### src/rtl/time_char_streamer.sv
// time_char_streamer
//   Renders the packed BCD time word as the 8-character string "HH:MM:SS" and
//   streams it one character per valid/ready handshake to an LCD character
//   writer. The digit selected for editing blinks. A frame is sent only when
//   the rendered view (time, select, visible blink state) changes, plus once
//   after reset.
//
// Ports
//   i_clk         system clock, rising edge
//   i_rst         synchronous active-high reset
//   i_time[19:0]  BCD time: [3:0] S1, [6:4] S2, [10:7] M1, [13:11] M2,
//                 [17:14] H1, [19:18] H2
//   i_time_sel    one-hot edit select (bit0=S1 .. bit5=H2), zero = no edit
//   i_char_ready  downstream accepts o_char this cycle
//   o_char_valid  o_char / o_char_pos valid
//   o_char        ASCII character
//   o_char_pos    column 0..7
//   o_frame_done  one-cycle pulse after the last character is accepted
module time_char_streamer #(
   parameter int unsigned CLOCK_FREQUENCY = 27000000,
   parameter int unsigned BLINK_HZ        = 2
) (
   input  logic        i_clk,
   input  logic        i_rst,
   input  logic [19:0] i_time,
   input  logic [5:0]  i_time_sel,
   input  logic        i_char_ready,
   output logic        o_char_valid,
   output logic [7:0]  o_char,
   output logic [2:0]  o_char_pos,
   output logic        o_frame_done
);

   localparam int unsigned HALF_RAW  = CLOCK_FREQUENCY / (2 * BLINK_HZ);
   localparam int unsigned HALF      = (HALF_RAW < 1) ? 1 : HALF_RAW;
   localparam int unsigned CW        = (HALF > 1) ? $clog2(HALF) : 1;
   localparam logic [CW-1:0] HALF_LAST = CW'(HALF - 1);

   typedef enum logic [1:0] {IDLE, SEND, DONE} state_t;

   state_t        state;
   logic [CW-1:0] blink_cnt;
   logic          blink_phase;
   logic [26:0]   view;
   logic [26:0]   snapshot;
   logic [26:0]   last_sent;
   logic          dirty;

   // The blink bit only counts while something is selected, so an idle blink
   // phase flip does not trigger a redundant frame.
   assign view = {i_time, i_time_sel, blink_phase & (|i_time_sel)};

   // Character for column p of a captured view {time, sel, blink}.
   function automatic logic [7:0] char_at(input logic [26:0] v, input logic [2:0] p);
      logic [19:0] t;
      logic [5:0]  s;
      logic        b;
      logic [3:0]  d;
      logic        sel_bit;
      logic        colon;
      logic [7:0]  c;
      t       = v[26:7];
      s       = v[6:1];
      b       = v[0];
      d       = '0;
      sel_bit = 1'b0;
      colon   = 1'b0;
      case (p)
         3'd0: begin d = {2'b00, t[19:18]}; sel_bit = s[5]; end
         3'd1: begin d = t[17:14];          sel_bit = s[4]; end
         3'd3: begin d = {1'b0, t[13:11]};  sel_bit = s[3]; end
         3'd4: begin d = t[10:7];           sel_bit = s[2]; end
         3'd6: begin d = {1'b0, t[6:4]};    sel_bit = s[1]; end
         3'd7: begin d = t[3:0];            sel_bit = s[0]; end
         default: colon = 1'b1;
      endcase
      if (colon)
         c = 8'h3A;
      else if (b && sel_bit)
         c = 8'h20;
      else if (d > 4'd9)
         c = 8'h3F;
      else
         c = {4'h3, d};
      return c;
   endfunction

   // Free-running blink timer, independent of the frame FSM.
   always_ff @(posedge i_clk) begin
      if (i_rst) begin
         blink_cnt   <= '0;
         blink_phase <= 1'b0;
      end else if (blink_cnt == HALF_LAST) begin
         blink_cnt   <= '0;
         blink_phase <= ~blink_phase;
      end else begin
         blink_cnt <= blink_cnt + 1'b1;
      end
   end

   always_ff @(posedge i_clk) begin
      if (i_rst) begin
         state        <= IDLE;
         o_char_valid <= 1'b0;
         o_char       <= '0;
         o_char_pos   <= '0;
         o_frame_done <= 1'b0;
         dirty        <= 1'b1;
      end else begin
         case (state)
            IDLE: begin
               o_frame_done <= 1'b0;
               if (dirty || (view != last_sent)) begin
                  snapshot     <= view;
                  dirty        <= 1'b0;
                  o_char_pos   <= '0;
                  o_char       <= char_at(view, 3'd0);
                  o_char_valid <= 1'b1;
                  state        <= SEND;
               end
            end
            SEND: begin
               if (o_char_valid && i_char_ready) begin
                  if (o_char_pos == 3'd7) begin
                     o_char_valid <= 1'b0;
                     o_frame_done <= 1'b1;
                     state        <= DONE;
                  end else begin
                     o_char_pos <= o_char_pos + 3'd1;
                     o_char     <= char_at(snapshot, o_char_pos + 3'd1);
                  end
               end
            end
            DONE: begin
               o_frame_done <= 1'b0;
               last_sent    <= snapshot;
               state        <= IDLE;
            end
            default: state <= IDLE;
         endcase
      end
   end

endmodule

### config.mk
export PLATFORM = sky130hd
export DESIGN_NAME = time_char_streamer
export DESIGN_NICKNAME = d
export VERILOG_FILES = /design/src/rtl/time_char_streamer.sv
export SDC_FILE = /design/constraint.sdc
export NUM_CORES = 1
export LEC_CHECK = 0
export CORE_MARGIN = 3
export CORE_UTILIZATION = 45
export CTS_CLUSTER_DIAMETER = 150
export DETAILED_ROUTE_END_ITERATION = 10
export PLACE_DENSITY = 0.76
export SYNTH_ARGS = -nofsm -noshare
export SYNTH_HDL_FRONTEND = slang
export SYNTH_SLANG_ARGS = --single-unit
### constraint.sdc
create_clock -name i_clk -period 5.05 [get_ports i_clk]
set_input_delay 1.01 -clock i_clk [delete_from_list [all_inputs] [get_ports i_clk]]
set_output_delay 1.01 -clock i_clk [all_outputs]
set_load 0.005 [all_outputs]
==> summary.md <==
| Metric | Value |
|---|---|
| Slew Viols, Final | `0` |
| GRT Total Usage | `16.3%` |
| Post-CTS Setup Bufs | `0` |
| Worst-path maximum fanout | `20` |
| Final setup fails | `0` |
| DRT Pass-1 Iters | `4` |
| PwrDens | `304 nW/µm²` |
| DIE HEIGHT | `101 µm` |
| Min-Delay Path Class | `flip-flop to flip-flop` |
| Drt initial violations | `144` |
| FFs w/ async S/R, synth | `0%` |
| Arr. time, crit path | `3170 ps` |
| Nets@finish | `411` |
| Maximum vdd drop | `0.215 mV` |
| Grt ovf | `0` |
| Initial Utilization | `47.6%` |
| FF+latch area | `2380 µm²` |
| Die X-Extent | `101 µm` |
| Antenna-violating nets left | `0` |
| Core area | `8460 µm²` |
| Commonest non-fill, non-tap cells in the layout | `edfxtp_1 (54), clkdlybuf4s50_1 (39), dfxtp_1 (38)` |
| CP max-delay cell | `clkdlybuf4s50_1` |
| Max-Cap Viols | `0` |
| CP Cell Sequence | `clkdlybuf4s50_1 -> nor4_4 -> nand3_1 -> nand4_1 -> o31ai_1 -> nor2_2 -> buf_4` |
| CTS Sinks | `92` |
| Initial antenna violation count | `0` |
| Setup tns final | `0 ps` |
| Hold_buf cts | `0` |
| CTS buffer count | `9` |
| Routability cong. | `0.876` |
| EDFF count, synth | `54` |
| Root buf cell | `clkbuf_8` |
| CTS tree | `built` |
| Final hold vios | `0` |
| Seq/Total Area, Yosys | `59.2%` |
| HPWL Detailed | `5.78 mm` |
| Clock Tree Buf Depth | `2` |
| Fmax | `320 MHz` |
| Status | `finished, final reports clean` |
| Post-CTS sizing | `0` |
| Largest stage delay on the critical path | `500 ps` |
| Syn_area_per_cell | `12.0 µm²` |
| Max_slew headroom | `49.3%` |
| Diode count | `0` |
| DRC | `0` |
| Synth warn | `0` |
| Min Tclk post-route | `3130 ps` |
| Clock transition at path regs | `110 ps` |
| Layout Skew | `15.3 ps` |
| Routed len/inst | `16.2 µm` |
| Actual slew at the worst max-slew pin | `761 ps` |
| Die ar. | `10100 µm²` |
| Post-Place Cells | `469` |
| Worst-skew pair later-pin latency | `370 ps` |
| Period utilisation layout | `61.9%` |
| Post-synthesis register bit count | `92` |
| IO buf count | `39` |
| Cells after synthesis | `336` |
| Layout cells sized above 1 | `7.63%` |
| RSZ-0062 raised after global routing | `false` |
| Final WL | `7.88 mm` |
| H-Tree Depth | `3` |
| Largest net degree at the start of global routing | `28` |
| LEAKAGE | `1.59 nW` |
| Crit path kind | `primary input to flip-flop` |
| Crit. End Element | `flip-flop` |
| Non-Filler Instances | `485` |
| Row count | `33` |
| Ys flop type | `edfxtp_1` |
| Fillcell total | `671` |
| Ports | `42` |
| Synthesized area | `4030 µm²` |
| Startpoint types | `primary input` |
| Total number of vias | `2655` |
| Area grow syn2layout | `16.7%` |
| Worst endpoint required time | `5090 ps` |
| Routed vias/inst | `5.47` |
| Commonest non-fill, non-tap cell in the layout | `edfxtp_1` |
| Library cells used by synthesis | `54` |
| Area of the multi-input gates | `1530 µm²` |
| First-pass GRT wire length | `12.8 mm` |
| Vias in the first global route | `2622` |
## power breakdown
| group | switching, mW | leakage [nW] | internal, mW |
|---|---|---|---|
| logic | 0.0573 | 0.686 | 0.0566 |
| clock network | 0.287 | 0.0985 | 0.196 |
| registers | 0.0167 | 0.808 | 0.816 |
| total | 0.361 | 1.59 | 1.07 |
## cell families (layout without fill, tap and decap cells)
| group | count (synthesis) | in the layout | synth area share [%] |
|---|---|---|---|
| buffers and inverters | 26 | 69 | 3.01 |
| muxes | 4 | 4 | 1.03 |
| and+or+nand+nor | 112 | 112 | 15.6 |
| AOI/OAI and AO/OA | 52 | 52 | 9.76 |
| xor gates and xnor gates | 42 | 42 | 9.14 |
| adders and majority gates | 7 | 7 | 2.18 |
| other | 1 | 2 | 0.0931 |
| DFF | 92 | 92 | 59.2 |
## through the flow
| stage | utilization, % | cell area [µm²] | power, mW | hold WS, ps | worst slack [ps] |
|---|---|---|---|---|---|
| floorplan | - | 4030 | 0.906 | 420 | 1350 |
| CTS | 55.5 | 4700 | 1.44 | 455 | 1940 |
| detailed placement | 53.1 | 4500 | 0.964 | 435 | 1550 |
| global route | 55.5 | 4700 | 1.49 | 466 | 1760 |
| global placement | 53.1 | 4500 | 0.962 | 429 | 1590 |
| finish | 55.5 | 4700 | 1.43 | 453 | 1920 |
## final timing paths
kind,start,to,slack (ps),cells past startpoint
setup / recovery,i_time_sel[0],snapshot[6]$_DFFE_PP_,1920,7
hold / removal,snapshot[8]$_DFFE_PP_,last_sent[8]$_DFFE_PP_,450,0
setup reg to reg,o_char_pos[0]$_SDFFE_PP0P_,o_char[1]$_SDFFE_PP0P_,2520,7
hold reg to reg,snapshot[8]$_DFFE_PP_,last_sent[8]$_DFFE_PP_,450,0
## final cells by class
class                           count  area share [%]
Sequential cell                    92            50.7
Tap cell                          105            2.80
Clock inverter                      7            1.60
Clock buffer                        9            2.64
Timing Repair Buffer               41            8.63
Inverter                           12           0.959
Multi-Input combinational cell    219            32.7
## cells in the mapped netlist (4+ instances only)
cell	count	area (µm²)
o21ai_0	8	40.0
clkbuf_1	7	26.3
nor2_1	34	128
nand4_1	7	43.8
inv_1	12	45.0
a222oi_1	4	40.0
a21oi_1	13	65.1
nor2b_1	5	31.3
buf_4	4	30.0
dfxtp_1	38	761
ha_1	7	87.6
xor2_1	28	245
nand2_1	15	56.3
edfxtp_1	54	1620
nand3_1	16	80.1
xnor2_1	14	123
nor4_1	6	37.5
nor3_1	7	35.0
## layer usage
metal  up-vias  GRT usage, %  wire length [µm]
met2        68          26.4              3860
met3         7          4.84               454
met4         0          4.77                83
met5         -             0                 0
li1       1309             -                 -
met1      1271          21.2              3480
## state kept, by name (all words and copies together), names as in the netlist
signal and cells:
dirty 1, snapshot 27, o_char_valid 1, state 2
last_sent 27, o_char 6, blink_cnt 23, o_frame_done 1
o_char_pos 3, blink_phase 1
## critical path, delay by kind of cell
| family | cells | cell delay, ps |
|---|---|---|
| and+or+nand+nor | 4 | 1150 |
| AOI/OAI and AO/OA | 1 | 140 |
| buffers and inverters | 2 | 860 |
(Power assumes the default switching activity.)
